==> src/rtl/msg_pad_pkg.sv <==
// Shared types and helpers for the message pad/align datapath.
// Used by msg_pad_aligner and msg_byte_shifter.
package msg_pad_pkg;

  typedef enum logic [1:0] {
    StIdle,
    StStream,
    StFlush,
    StFill
  } state_e;

  localparam logic [7:0] FINAL_BIT = 8'h80;
  localparam int unsigned MAX_BYTES = 16;

  // Bit i set for the first nbytes bytes of a word (byte 0 = MSB byte).
  function automatic logic [MAX_BYTES-1:0] lead_byte_en(input int unsigned nbytes);
    logic [MAX_BYTES-1:0] en;
    en = '0;
    for (int unsigned i = 0; i < MAX_BYTES; i++) begin
      en[i] = (i < nbytes);
    end
    return en;
  endfunction

  // Width needed to hold a byte count in 0..bytes.
  function automatic int unsigned cnt_bits(input int unsigned bytes);
    return $clog2(bytes) + 1;
  endfunction

endpackage

==> src/rtl/msg_byte_shifter.sv <==
// Combinational merge of a left-aligned residue with a left-aligned input word.
// Produces the next full word (hi), the spill-over (lo) and the total byte count.
module msg_byte_shifter
  import msg_pad_pkg::*;
#(
  parameter int unsigned DATA_W = 64,
  localparam int unsigned BYTES = DATA_W / 8,
  localparam int unsigned CNT_W = $clog2(DATA_W / 8) + 1
) (
  input  logic [DATA_W-1:0] res_data_i,
  input  logic [CNT_W-1:0]  res_cnt_i,
  input  logic [DATA_W-1:0] in_data_i,
  input  logic [CNT_W-1:0]  in_cnt_i,
  output logic [DATA_W-1:0] hi_o,
  output logic [DATA_W-1:0] lo_o,
  output logic [CNT_W-1:0]  total_o
);

  logic [BYTES-1:0]    res_en;
  logic [BYTES-1:0]    in_en;
  logic [DATA_W-1:0]   res_m;
  logic [DATA_W-1:0]   in_m;
  logic [2*DATA_W-1:0] stream;

  always_comb begin
    res_en = BYTES'(lead_byte_en(32'(res_cnt_i)));
    in_en  = BYTES'(lead_byte_en(32'(in_cnt_i)));
    res_m  = '0;
    in_m   = '0;
    // Bytes past each count are forced to zero so the packed stream stays clean.
    for (int unsigned i = 0; i < BYTES; i++) begin
      res_m[DATA_W-1-8*i -: 8] = res_data_i[DATA_W-1-8*i -: 8] & {8{res_en[i]}};
      in_m[DATA_W-1-8*i -: 8]  = in_data_i[DATA_W-1-8*i -: 8] & {8{in_en[i]}};
    end
    stream  = {res_m, {DATA_W{1'b0}}} | ({in_m, {DATA_W{1'b0}}} >> (8 * res_cnt_i));
    hi_o    = stream[2*DATA_W-1:DATA_W];
    lo_o    = stream[DATA_W-1:0];
    total_o = res_cnt_i + in_cnt_i;
  end

endmodule

==> src/rtl/msg_pad_aligner.sv <==
// Prefixes, byte-aligns and pads a message stream into DATA_W-bit sponge words.
// Define MSG_PAD_RATE_FILL_EN to zero-fill to the rate block and set the final 8'h80 bit.
module msg_pad_aligner
  import msg_pad_pkg::*;
#(
  parameter int unsigned DATA_W     = 64,
  parameter int unsigned RATE_WORDS = 17,
  parameter logic [7:0]  PAD_BYTE   = 8'h1F
) (
  input  logic                         clk,
  input  logic                         rstn,
  input  logic [DATA_W-1:0]            s_data,
  input  logic                         s_valid,
  output logic                         s_ready,
  input  logic                         s_last,
  input  logic [$clog2(DATA_W/8):0]    s_nbytes,
  input  logic [DATA_W-9:0]            pre_data,
  input  logic [$clog2(DATA_W/8)-1:0]  pre_len,
  output logic [DATA_W-1:0]            m_data,
  output logic                         m_valid,
  input  logic                         m_ready,
  output logic                         m_last
);

  localparam int unsigned BYTES  = DATA_W / 8;
  localparam int unsigned CNT_W  = cnt_bits(BYTES);
  localparam int unsigned WCNT_W = $clog2(RATE_WORDS);
  localparam logic [WCNT_W-1:0] LAST_WORD = WCNT_W'(RATE_WORDS - 1);
  localparam logic [CNT_W-1:0]  FULL_CNT  = CNT_W'(BYTES);

  state_e              state_q, state_d;
  logic [DATA_W-1:0]   res_q, res_d;
  logic [CNT_W-1:0]    res_cnt_q, res_cnt_d;
  logic                pad_q, pad_d;
  logic [WCNT_W-1:0]   wcnt_q, wcnt_d;
  logic [DATA_W-1:0]   m_data_q, m_data_d;
  logic                m_valid_q, m_valid_d;
  logic                m_last_q, m_last_d;

  logic [DATA_W-1:0]   sh_res, sh_in, sh_hi, sh_lo;
  logic [CNT_W-1:0]    sh_res_cnt, sh_in_cnt, sh_total, nb;
  logic                out_free, accept;
  logic                ld, ld_last, msg_done;
  logic [DATA_W-1:0]   ld_word;

  assign out_free = ~m_valid_q | m_ready;
  assign s_ready  = rstn & out_free & ((state_q == StIdle) | (state_q == StStream));
  assign accept   = s_valid & s_ready;
  assign nb       = (s_nbytes > FULL_CNT) ? FULL_CNT : s_nbytes;

  // In IDLE the residue slot carries the prefix; in FLUSH the input slot carries the pad byte.
  always_comb begin
    sh_res     = res_q;
    sh_res_cnt = res_cnt_q;
    sh_in      = s_data;
    sh_in_cnt  = s_last ? nb : FULL_CNT;
    if (state_q == StIdle) begin
      sh_res     = {pre_data, 8'h00};
      sh_res_cnt = CNT_W'(pre_len);
    end else if (state_q == StFlush) begin
      sh_in     = {PAD_BYTE, {(DATA_W-8){1'b0}}};
      sh_in_cnt = pad_q ? '0 : CNT_W'(1);
    end
  end

  msg_byte_shifter #(
    .DATA_W(DATA_W)
  ) u_shifter (
    .res_data_i(sh_res),
    .res_cnt_i (sh_res_cnt),
    .in_data_i (sh_in),
    .in_cnt_i  (sh_in_cnt),
    .hi_o      (sh_hi),
    .lo_o      (sh_lo),
    .total_o   (sh_total)
  );

  always_comb begin
    state_d   = state_q;
    res_d     = res_q;
    res_cnt_d = res_cnt_q;
    pad_d     = pad_q;
    wcnt_d    = wcnt_q;
    m_data_d  = m_data_q;
    m_valid_d = m_valid_q & ~m_ready;
    m_last_d  = m_last_q & m_valid_d;
    ld        = 1'b0;
    ld_word   = sh_hi;
    ld_last   = 1'b0;
    msg_done  = 1'b0;

    unique case (state_q)
      StIdle, StStream: begin
        if (accept) begin
          state_d = s_last ? StFlush : StStream;
          pad_d   = 1'b0;
          if (sh_total >= FULL_CNT) begin
            ld        = 1'b1;
            res_d     = sh_lo;
            res_cnt_d = sh_total - FULL_CNT;
          end else begin
            res_d     = sh_hi;
            res_cnt_d = sh_total;
          end
        end
      end

      StFlush: begin
        if (out_free) begin
          ld = 1'b1;
          if (!pad_q && (sh_total > FULL_CNT)) begin
            // Pad byte spills past a full residue word: emit it on a second flush word.
            res_d     = sh_lo;
            res_cnt_d = sh_total - FULL_CNT;
            pad_d     = 1'b1;
          end else begin
            res_d     = '0;
            res_cnt_d = '0;
            pad_d     = 1'b0;
`ifdef MSG_PAD_RATE_FILL_EN
            if (wcnt_q == LAST_WORD) begin
              ld_word[7:0] = sh_hi[7:0] | FINAL_BIT;
              ld_last      = 1'b1;
              msg_done     = 1'b1;
              state_d      = StIdle;
            end else begin
              state_d = StFill;
            end
`else
            ld_last  = 1'b1;
            msg_done = 1'b1;
            state_d  = StIdle;
`endif
          end
        end
      end

`ifdef MSG_PAD_RATE_FILL_EN
      StFill: begin
        if (m_valid_q && m_last_q) begin
          if (m_ready) state_d = StIdle;
        end else if (out_free) begin
          ld      = 1'b1;
          ld_word = '0;
          if (wcnt_q == LAST_WORD) begin
            ld_word[7:0] = FINAL_BIT;
            ld_last      = 1'b1;
            msg_done     = 1'b1;
          end
        end
      end
`endif

      default: state_d = StIdle;
    endcase

    if (ld) begin
      m_valid_d = 1'b1;
      m_data_d  = ld_word;
      m_last_d  = ld_last;
      wcnt_d    = (wcnt_q == LAST_WORD) ? '0 : wcnt_q + 1'b1;
    end
    if (msg_done) wcnt_d = '0;
  end

  always_ff @(posedge clk) begin
    if (!rstn) begin
      state_q   <= StIdle;
      res_q     <= '0;
      res_cnt_q <= '0;
      pad_q     <= 1'b0;
      wcnt_q    <= '0;
      m_data_q  <= '0;
      m_valid_q <= 1'b0;
      m_last_q  <= 1'b0;
    end else begin
      state_q   <= state_d;
      res_q     <= res_d;
      res_cnt_q <= res_cnt_d;
      pad_q     <= pad_d;
      wcnt_q    <= wcnt_d;
      m_data_q  <= m_data_d;
      m_valid_q <= m_valid_d;
      m_last_q  <= m_last_d;
    end
  end

  assign m_data  = m_data_q;
  assign m_valid = m_valid_q;
  assign m_last  = m_last_q;

endmodule

==> config.mk <==
export PLATFORM = sky130hd
export DESIGN_NAME = msg_pad_aligner
export DESIGN_NICKNAME = d
export VERILOG_FILES = /design/src/rtl/msg_pad_pkg.sv /design/src/rtl/msg_byte_shifter.sv /design/src/rtl/msg_pad_aligner.sv
export SDC_FILE = /design/constraint.sdc
export NUM_CORES = 1
export LEC_CHECK = 0
export ABC_AREA = 1
export CAP_MARGIN = 40
export CORE_ASPECT_RATIO = 0.9
export CORE_MARGIN = 2
export CORE_UTILIZATION = 37
export DETAILED_ROUTE_END_ITERATION = 10
export DONT_BUFFER_PORTS = 1
export GPL_TIMING_DRIVEN = 0
export SLEW_MARGIN = 10
export SYNTH_ARGS = -nofsm -noshare
export SYNTH_HDL_FRONTEND = slang
export SYNTH_SLANG_ARGS = --single-unit
==> constraint.sdc <==
create_clock -name clk -period 9.66 [get_ports clk]
set_input_delay 1.932 -clock clk [delete_from_list [all_inputs] [get_ports clk]]
set_output_delay 1.932 -clock clk [all_outputs]
set_load 0.1 [all_outputs]
==> results list, run 1 <==
- In this run the power density over the cells is 253 nW/µm².
- The synthesized design spends more area on one cell type than any other, namely sky130_fd_sc_hd__dfxtp_1.
* Gpl congestion: 1.08
* Biggest cell delay along the critical path: 630 ps
* Async SR Flop Fraction: 0%
* Number of cells on the worst hold path: 2
- Number of flip-flops and latches in the synthesized netlist: 137
* Detailed-route wire length per cell: 25.2 µm
- Portion of the post-synthesis area used by sequential elements: 25.8%
- After synthesis, the netlist uses 42 different library cells.
- The slowest stage of the critical path belongs to the cell sky130_fd_sc_hd__clkbuf_1.
- Unrepaired setup endpoints after global routing: false
- STA classifies the critical path endpoint as a register.
* Resized Gates After CTS: 0
- On the final layout, the worst clock skew is 16.1 ps.
- In the final layout, the share of cells above drive strength 1 is 9.14%.
* Chip Width: 183 µm
- Ranking of synthesized cells by area: sky130_fd_sc_hd__dfxtp_1, sky130_fd_sc_hd__nand2_1, sky130_fd_sc_hd__nand3_1
- At the end of the flow, the number of nets in the layout was 2082.
- The initial utilization of the core area, before any placement, comes to 37.9%.
* Post CTS Setup Buffer Count: 0
- The floorplan has 58 rows.
* Die footprint: 30100 µm²
* Data arrival time of the critical path: 6040 ps
- Total clock buffers created by CTS: 17
* Static Leak: 6.28 nW
- CTS placed an instance of sky130_fd_sc_hd__clkbuf_16 at the clock tree root.
- Detailed Route WL: 58500 µm
- Cell total after placement: 2287
- At the worst endpoint, the required time is 10050 ps.
* Flip-flop and latch area: 2740 µm²
* Slew Viols, Final: 0
- Once detail routing completed, the nets flagged for antenna violations numbered 0.
* Overall Global Routing Usage: 38.4%
- Growth of design area from synthesis to finish: 20.3%
- Highest ir drop seen on vdd: 169 µV
* Kind of critical path: primary input to register
- Total via count after detailed routing: 13695
* Count of endpoints failing hold in the final timing report: 0
* Post-DR vias/cell: 5.91
* Type of the worst min-delay path: register to register
- Yosys mapped a number of flops with a built-in enable equal to 0.
* DRC: 0
- Setup total negative slack on the finished layout was measured at 0 ps.
- Area inside the core boundary: 28100 µm²
* Number of standard cells in the layout, taps in and fillers out: 2319
- Number of clock sinks: 137
- Warnings from Yosys: 0
* Via count of the first global-routing pass: 12530
- After synthesis, the mean cell area works out to 5.73 µm².
* GRT Residual Overflow: 0
- In this run the tool buffered the top-level ports with 0 buffer cells.
- In this run the vertical extent of the chip is 165 µm.
- The number of nets handed over by synthesis was 1991.
- The smallest clock period supported by the final layout is computed as 5650 ps.
* Top-level port count: 199
* Hold buffers post-CTS: 0
- Maximum number of pins on one net before global-route repair: 17
* Post-route clock period utilization: 58.5%
- Clk buf depth: 2
- For the pin with the worst max-slew slack, the measured transition is 949 ps.
* Number of fill cells: 3017
- First-pass GRT wire length: 82500 µm
* Area of the multi-input gates: 6710 µm²
- Maximum clock rate: 0.177 GHz
- In this run the number of H-tree levels came out at 4.
- Clock network latency to the later pin of the worst-skew pair: 460 ps
- For the worst flop-to-flop path, the logic depth is 16.
- Predominant post-synthesis flop cell: sky130_fd_sc_hd__dfxtp_1
* Overall power: 0.00324 W
- Max-cap violation count: 0
- 1st-pass router iterations: 9
* Endpoints failing setup: 0
- STA classifies the critical path startpoint as a primary input.
- Number of antenna violations at the first check in global routing: 2
- In this run the tightest slew margin relative to its limit is 36.1%.
* Clock transition at the registers of the reported paths: 60 ps
- Synthesized area: 10600 µm²
* Initial DRC Count: 1692
* Run status: finished clean
- Traced cell by cell, the critical path runs through or2_2 > o21ai_2 > inv_2 > clkbuf_1 > buf_2 > ha_1 > a21o_1 > a21oi_1 > xnor2_4 > nand2_1 > nand2_1 > clkbuf_1 > o21ai_0 > o21bai_1 > inv_1.
* Top cell type's share of synthesized area: 25.8%
- TritonCTS clock tree: done
* Instance count of the mapped netlist: 1855
- Once detailed placement completed, the half-perimeter wirelength came to 48100 µm.
- In this run the worst path has a maximum fanout of 11.
- Final core utilization: 45.6%
[area by class of cell]
class / instances / area share (%)
multi-input combinational: 1421 / 52.4
sequential: 137 / 21.4
timing repair buffer: 72 / 8.94
inverter: 169 / 4.96
buffer: 128 / 4.35
tap: 360 / 3.52
clock buffer: 17 / 3.33
clock inverter: 14 / 1.01
antenna: 1 / 0.0196
[cells in the mapped netlist (2+ instances only)]
cell / number
sky130_fd_sc_hd__nor2_2: 2
sky130_fd_sc_hd__o211ai_1: 28
sky130_fd_sc_hd__a21oi_1: 96
sky130_fd_sc_hd__nor2_4: 2
sky130_fd_sc_hd__dfxtp_1: 137
sky130_fd_sc_hd__o21bai_1: 36
sky130_fd_sc_hd__nor3_1: 3
sky130_fd_sc_hd__buf_6: 3
sky130_fd_sc_hd__clkbuf_1: 76
sky130_fd_sc_hd__nand3_1: 278
sky130_fd_sc_hd__o21ai_1: 13
sky130_fd_sc_hd__nand4_1: 21
sky130_fd_sc_hd__inv_2: 12
sky130_fd_sc_hd__mux2i_1: 11
sky130_fd_sc_hd__nand2_2: 7
sky130_fd_sc_hd__ha_1: 3
sky130_fd_sc_hd__o21ai_4: 2
sky130_fd_sc_hd__nor2_1: 94
sky130_fd_sc_hd__buf_2: 28
sky130_fd_sc_hd__buf_1: 16
sky130_fd_sc_hd__o21ai_0: 187
sky130_fd_sc_hd__or2_2: 8
sky130_fd_sc_hd__nand2_1: 594
sky130_fd_sc_hd__buf_4: 5
sky130_fd_sc_hd__inv_1: 156
sky130_fd_sc_hd__o32ai_1: 2
sky130_fd_sc_hd__a31oi_1: 16
sky130_fd_sc_hd__a21boi_0: 5
[per-layer routing]
| metal | GRT usage [%] | part of all wire, % | up-vias |
|---|---|---|---|
| li1 | - | - | 6275 |
| met1 | 50.7 | 42 | 6442 |
| met2 | 57.0 | 41 | 844 |
| met3 | 13.3 | 12 | 132 |
| met4 | 15.5 | 4.2 | 2 |
| met5 | 0 | 0.022 | - |
[layout by cell type (no fill, tap or decap), types with 4 or more instances in the layout]
master | Yosys | routed
sky130_fd_sc_hd__nand2_2 | 7 | 7
sky130_fd_sc_hd__nor2_1 | 94 | 94
sky130_fd_sc_hd__clkbuf_1 | 76 | 76
sky130_fd_sc_hd__o21bai_1 | 36 | 36
sky130_fd_sc_hd__o211ai_1 | 28 | 28
sky130_fd_sc_hd__inv_8 | 0 | 4
sky130_fd_sc_hd__a21oi_1 | 96 | 96
sky130_fd_sc_hd__mux2i_1 | 11 | 11
sky130_fd_sc_hd__clkbuf_16 | 0 | 17
sky130_fd_sc_hd__nand3_1 | 278 | 278
sky130_fd_sc_hd__dfxtp_1 | 137 | 137
sky130_fd_sc_hd__inv_1 | 156 | 156
sky130_fd_sc_hd__buf_1 | 16 | 16
sky130_fd_sc_hd__buf_16 | 0 | 9
sky130_fd_sc_hd__a31oi_1 | 16 | 16
sky130_fd_sc_hd__buf_4 | 5 | 5
sky130_fd_sc_hd__buf_8 | 0 | 58
sky130_fd_sc_hd__a21boi_0 | 5 | 5
sky130_fd_sc_hd__o21ai_1 | 13 | 13
sky130_fd_sc_hd__buf_2 | 28 | 33
sky130_fd_sc_hd__inv_2 | 12 | 12
sky130_fd_sc_hd__nand4_1 | 21 | 21
sky130_fd_sc_hd__nand2_1 | 594 | 594
sky130_fd_sc_hd__or2_2 | 8 | 8
sky130_fd_sc_hd__o21ai_0 | 187 | 187
sky130_fd_sc_hd__inv_6 | 0 | 4
[cells by family after synthesis]
group,synth area share [%]
compound gates,20.5
xor+xnor,0.494
fa+ha+maj,0.541
buf+inv,11.2
flops,25.8
mux,1.04
simple gates,40.4
[through the flow]
stage          cell area [µm²]  setup slack, ps  hold slack, ps
5_1_grt                  12800             3890             487
3_5_place_dp             12200             3650             458
4_1_cts                  12800             4110             468
2_1_floorplan            10600             4520             441
3_3_place_gp             11100             3660             452
6_report                 12800             4010             465
[flip-flops by register name (all words and copies together) (netlist names)]
register / count
res_cnt_q: 4
res_q: 64
m_valid: 1
m_last: 1
state_q: 2
m_data: 64
pad_q: 1
[final timing paths]
| kind | from | endpoint | slack [ps] |
|---|---|---|---|
| hold reg to reg | res_q[7] | res_q[7] | 470 |
| setup / recovery | pre_len[1] | m_data[45] | 4010 |
| setup reg to reg | state_q[1] | m_data[45] | 4560 |
| hold / removal | res_q[7] | res_q[7] | 470 |
[critical path, delay by kind of cell]
family                   cells  cell delay, ps
adder cells (fa/ha/maj)      1             290
XOR/XNOR                     1             260
buffers and inverters        5            1580
AO/OA/AOI/OAI                5            1070
AND/OR/NAND/NOR              3             890
[power by group]
| group | internal [W] | switching [W] | total (W) |
|---|---|---|---|
| clock | 0.000338 | 0.000321 | 0.000659 |
| sequential | 0.000651 | 0.0000621 | 0.000714 |
| combinational | 0.000469 | 0.00140 | 0.00187 |
| total | 0.00146 | 0.00178 | 0.00324 |
No activity file was read; power rests on OpenSTA's default activity.
==> run 2, diff against run 1 <==
Clock period 9.66 ns to 4.8 ns, I/O delays scaled along.
==> results list, run 2 (same netlist as run 1, synthesis figures left out) <==
- Run status: finished clean (unchanged)
- Portion of total power attributed to combinational logic: 57.6% (about the same)
- CP Launch Type: register (was primary input)
- The data arrival time at the worst-slack endpoint is 4870 ps (was 6040 ps).
- Max-cap violation count: 0 (unchanged)
* Fraction of layout instances using a drive strength above 1: 9.25% (was 9.14%)
- The cell that appears most often on the critical path is sky130_fd_sc_hd__buf_2.
- The data required time of the worst path was 5140 ps (was 10050 ps).
* Static Leak: 6.29 nW (was 6.28 nW)
- Maximum clock rate: 0.221 GHz
- Relative contribution of sequential cells to total power: 22.0% (about the same)
- H-tree depth: 4 (unchanged)
- Switch Pwr: 0.00359 W (was 0.00178 W)
* Sort of element at the end of the critical path: register (unchanged)
- Total clock buffers created by CTS: 17 (unchanged)
* Number of clock sinks: 137 (unchanged)
- Kind of critical path: register to register (was primary input to register)
- The path length in cells of the critical path came to 16 (was 15).
* Switching share of total power: 55.0% (about the same)
* Final Hold Slack: 466 ps (was 465 ps)
- Effective utilization at floorplan: 37.9% (unchanged)
- The setup violation total in the final timing report is 0 (unchanged).
* Setup Total Neg Slack: 0 ps (unchanged)
* Most common library cell in the layout ignoring fill and taps: sky130_fd_sc_hd__nand2_1 (unchanged)
- The clock root buffer was sky130_fd_sc_hd__clkbuf_16 (unchanged).
- Number of standard cells in the layout, taps in and fillers out: 2319 (unchanged)
- Post-Place Setup Slack: -238 ps (was 3650 ps)
* Cell family with most CP delay: buffers and inverters (unchanged)
- The standard cell core area was 28100 µm² (unchanged).
* Number of routed nets with antenna violations: 0 (unchanged)
- DRC: 0 (unchanged)
- The clock tree from TritonCTS is done (unchanged).
- Growth of design area from synthesis to finish: 20.3% (about the same)
- Post-route clock period utilization: 94.4%
* Clock network fraction of total power: 20.4% (was 20.3%)
* Number of standard-cell rows in the floorplan: 58 (unchanged)
* Worst reg2reg path depth: 16 (unchanged)
- The worst supply voltage drop on vdd was 341 µV (was 169 µV).
* Clk buf depth: 2 (unchanged)
- Relative max-transition margin: 38.0% (was 36.1%)
- Die footprint: 30100 µm² (unchanged)
- Chip Width: 183 µm (unchanged)
- Unrepaired setup endpoints after global routing: false (unchanged).
* Clock network latency to the later pin of the worst-skew pair: 460 ps (about the same)
- The routed via count came to 13749 (was 13695).
* Slew Viols, Final: 0 (unchanged)
- The wire length of the first global-routing pass was 82500 µm (unchanged).
- The average wire per standard cell was 25.2 µm (about the same).
- Most frequent cells in the layout: sky130_fd_sc_hd__nand2_1, sky130_fd_sc_hd__nand3_1, sky130_fd_sc_hd__o21ai_0 (unchanged).
- Count of endpoints failing hold in the final timing report: 0 (unchanged)
- Type of the worst min-delay path: register to register (unchanged)
* Resized Gates After CTS: 2 (was 0)
* Clock transition at the registers of the reported paths: 70 ps (was 60 ps)
- Cell chain of the critical path: nor2_4 > buf_2 > o21ai_2 > inv_2 > buf_2 > ha_1 > a21o_1 > a21oi_1 > xnor2_4 > nand2_1 > nand2_2 > inv_2 > buf_2 > buf_2 > o21bai_1 > inv_1 (was or2_2 > o21ai_2 > inv_2 > clkbuf_1 > buf_2 > ha_1 > a21o_1 > a21oi_1 > xnor2_4 > nand2_1 > nand2_1 > clkbuf_1 > o21ai_0 > o21bai_1 > inv_1)
- Biggest cell delay along the critical path: 550 ps (was 630 ps)
* Cell total after placement: 2287 (unchanged)
- Initial DRC Count: 1686 (was 1692)
* Transition at the pin with the smallest max-transition slack: 931 ps (was 949 ps)
- Area of the multi-input gates: 6710 µm² (about the same)
- The estimated wirelength of the detail-placed design is 48100 µm (unchanged).
- Critical Path Slowest Stage Cell: sky130_fd_sc_hd__dfxtp_1 (was sky130_fd_sc_hd__clkbuf_1)
- Worst Path Max Fanout: 17 (was 11)
* Post CTS Setup Buffer Count: 0 (unchanged)
- WP buf/inv: 7 (was 5)
* Post-route worst setup slack: 270 ps (was 4010 ps)
- Number of cells on the worst hold path: 2 (unchanged)
- Number of fill cells: 3011 (was 3017)
- Detailed Route WL: 58400 µm (was 58500 µm)
- The final total power is 0.00652 W (was 0.00324 W).
- The weighted congestion at the end of routability-driven global placement is 1.08 (unchanged).
- Cell area power density: 510 nW/µm² (was 253 nW/µm²)
- Clock Skew: 15.3 ps (was 16.1 ps)
- Flip-flop and latch area: 2740 µm² (unchanged)
- Fin nets: 2081 (was 2082)
* Hold buffers post-CTS: 0 (unchanged)
* Input/output buffers: 0 (unchanged)
- Number of antenna violations at the first check in global routing: 2 (unchanged)
* Top-level port count: 199 (unchanged)
- GRT Residual Overflow: 0 (unchanged)
* 1st-pass router iterations: 6 (was 9)
* Via count of the first global-routing pass: 12530 (unchanged)
- Int Power: 0.00293 W (was 0.00146 W)
- The overall fraction of global-route tracks in use came to 38.4% (unchanged).
* Post-layout minimum cycle time: 4530 ps
- The floorplan die height is 165 µm (unchanged).
- The ratio of routed vias to standard cells is 5.93 (was 5.91).
- The maximum number of pins on one net before global-route repair came to 17 (unchanged).
run 2: routing by layer:
| layer | GRT usage, % | part of all wire (%) | vias up |
|---|---|---|---|
| met5 | 0 | 0.022 | - |
| met4 | 15.5 | 4.2 | 2 |
| met3 | 13.3 | 12 | 133 |
| met2 | 57.0 | 41 | 842 |
| met1 | 50.7 | 43 | 6481 |
| li1 | - | - | 6291 |
run 2: per-stage QoR:
step                      utilization (%)  cell area [µm²]
after global placement               39.5            11100
final                                45.6            12800
after detailed placement             43.6            12200
after global routing                 45.5            12800
after floorplan                         -            10600
after CTS                            45.6            12800
run 2: cell type report:
| cell class | instances | share of cell area, % |
|---|---|---|
| plain buffers | 127 | 4.33 |
| flip-flops and latches | 137 | 21.4 |
| repair buffers | 72 | 8.94 |
| diodes | 2 | 0.0391 |
| clock inverters | 14 | 1.01 |
| clock buffers | 17 | 3.32 |
| well taps | 360 | 3.52 |
| inverters | 169 | 4.96 |
| multi-input cells | 1421 | 52.4 |
run 2: final timing paths:
path | end | startpoint | slack, ps
hold reg to reg | res_q[7] | res_q[7] | 470
setup / recovery | m_data[45] | state_q[1] | 270
hold / removal | res_q[7] | res_q[7] | 470
setup reg to reg | m_data[45] | state_q[1] | 270
run 2: power groups by stage:
stage | logic, W | clock network, W | registers, W
global route | 0.00392 | 0.00138 | 0.00145
global placement | 0.00265 | 0 | 0.00207
CTS | 0.00362 | 0.00133 | 0.00143
floorplan | 0.00165 | 0 | 0.00204
detailed placement | 0.00361 | 0 | 0.00146
finish | 0.00375 | 0.00133 | 0.00144
run 2: worst min-delay path, cell delays in order (launching register included):
cell                      delay [ps]
sky130_fd_sc_hd__dfxtp_1         310
sky130_fd_sc_hd__nand2_1          60
sky130_fd_sc_hd__a21oi_1          50
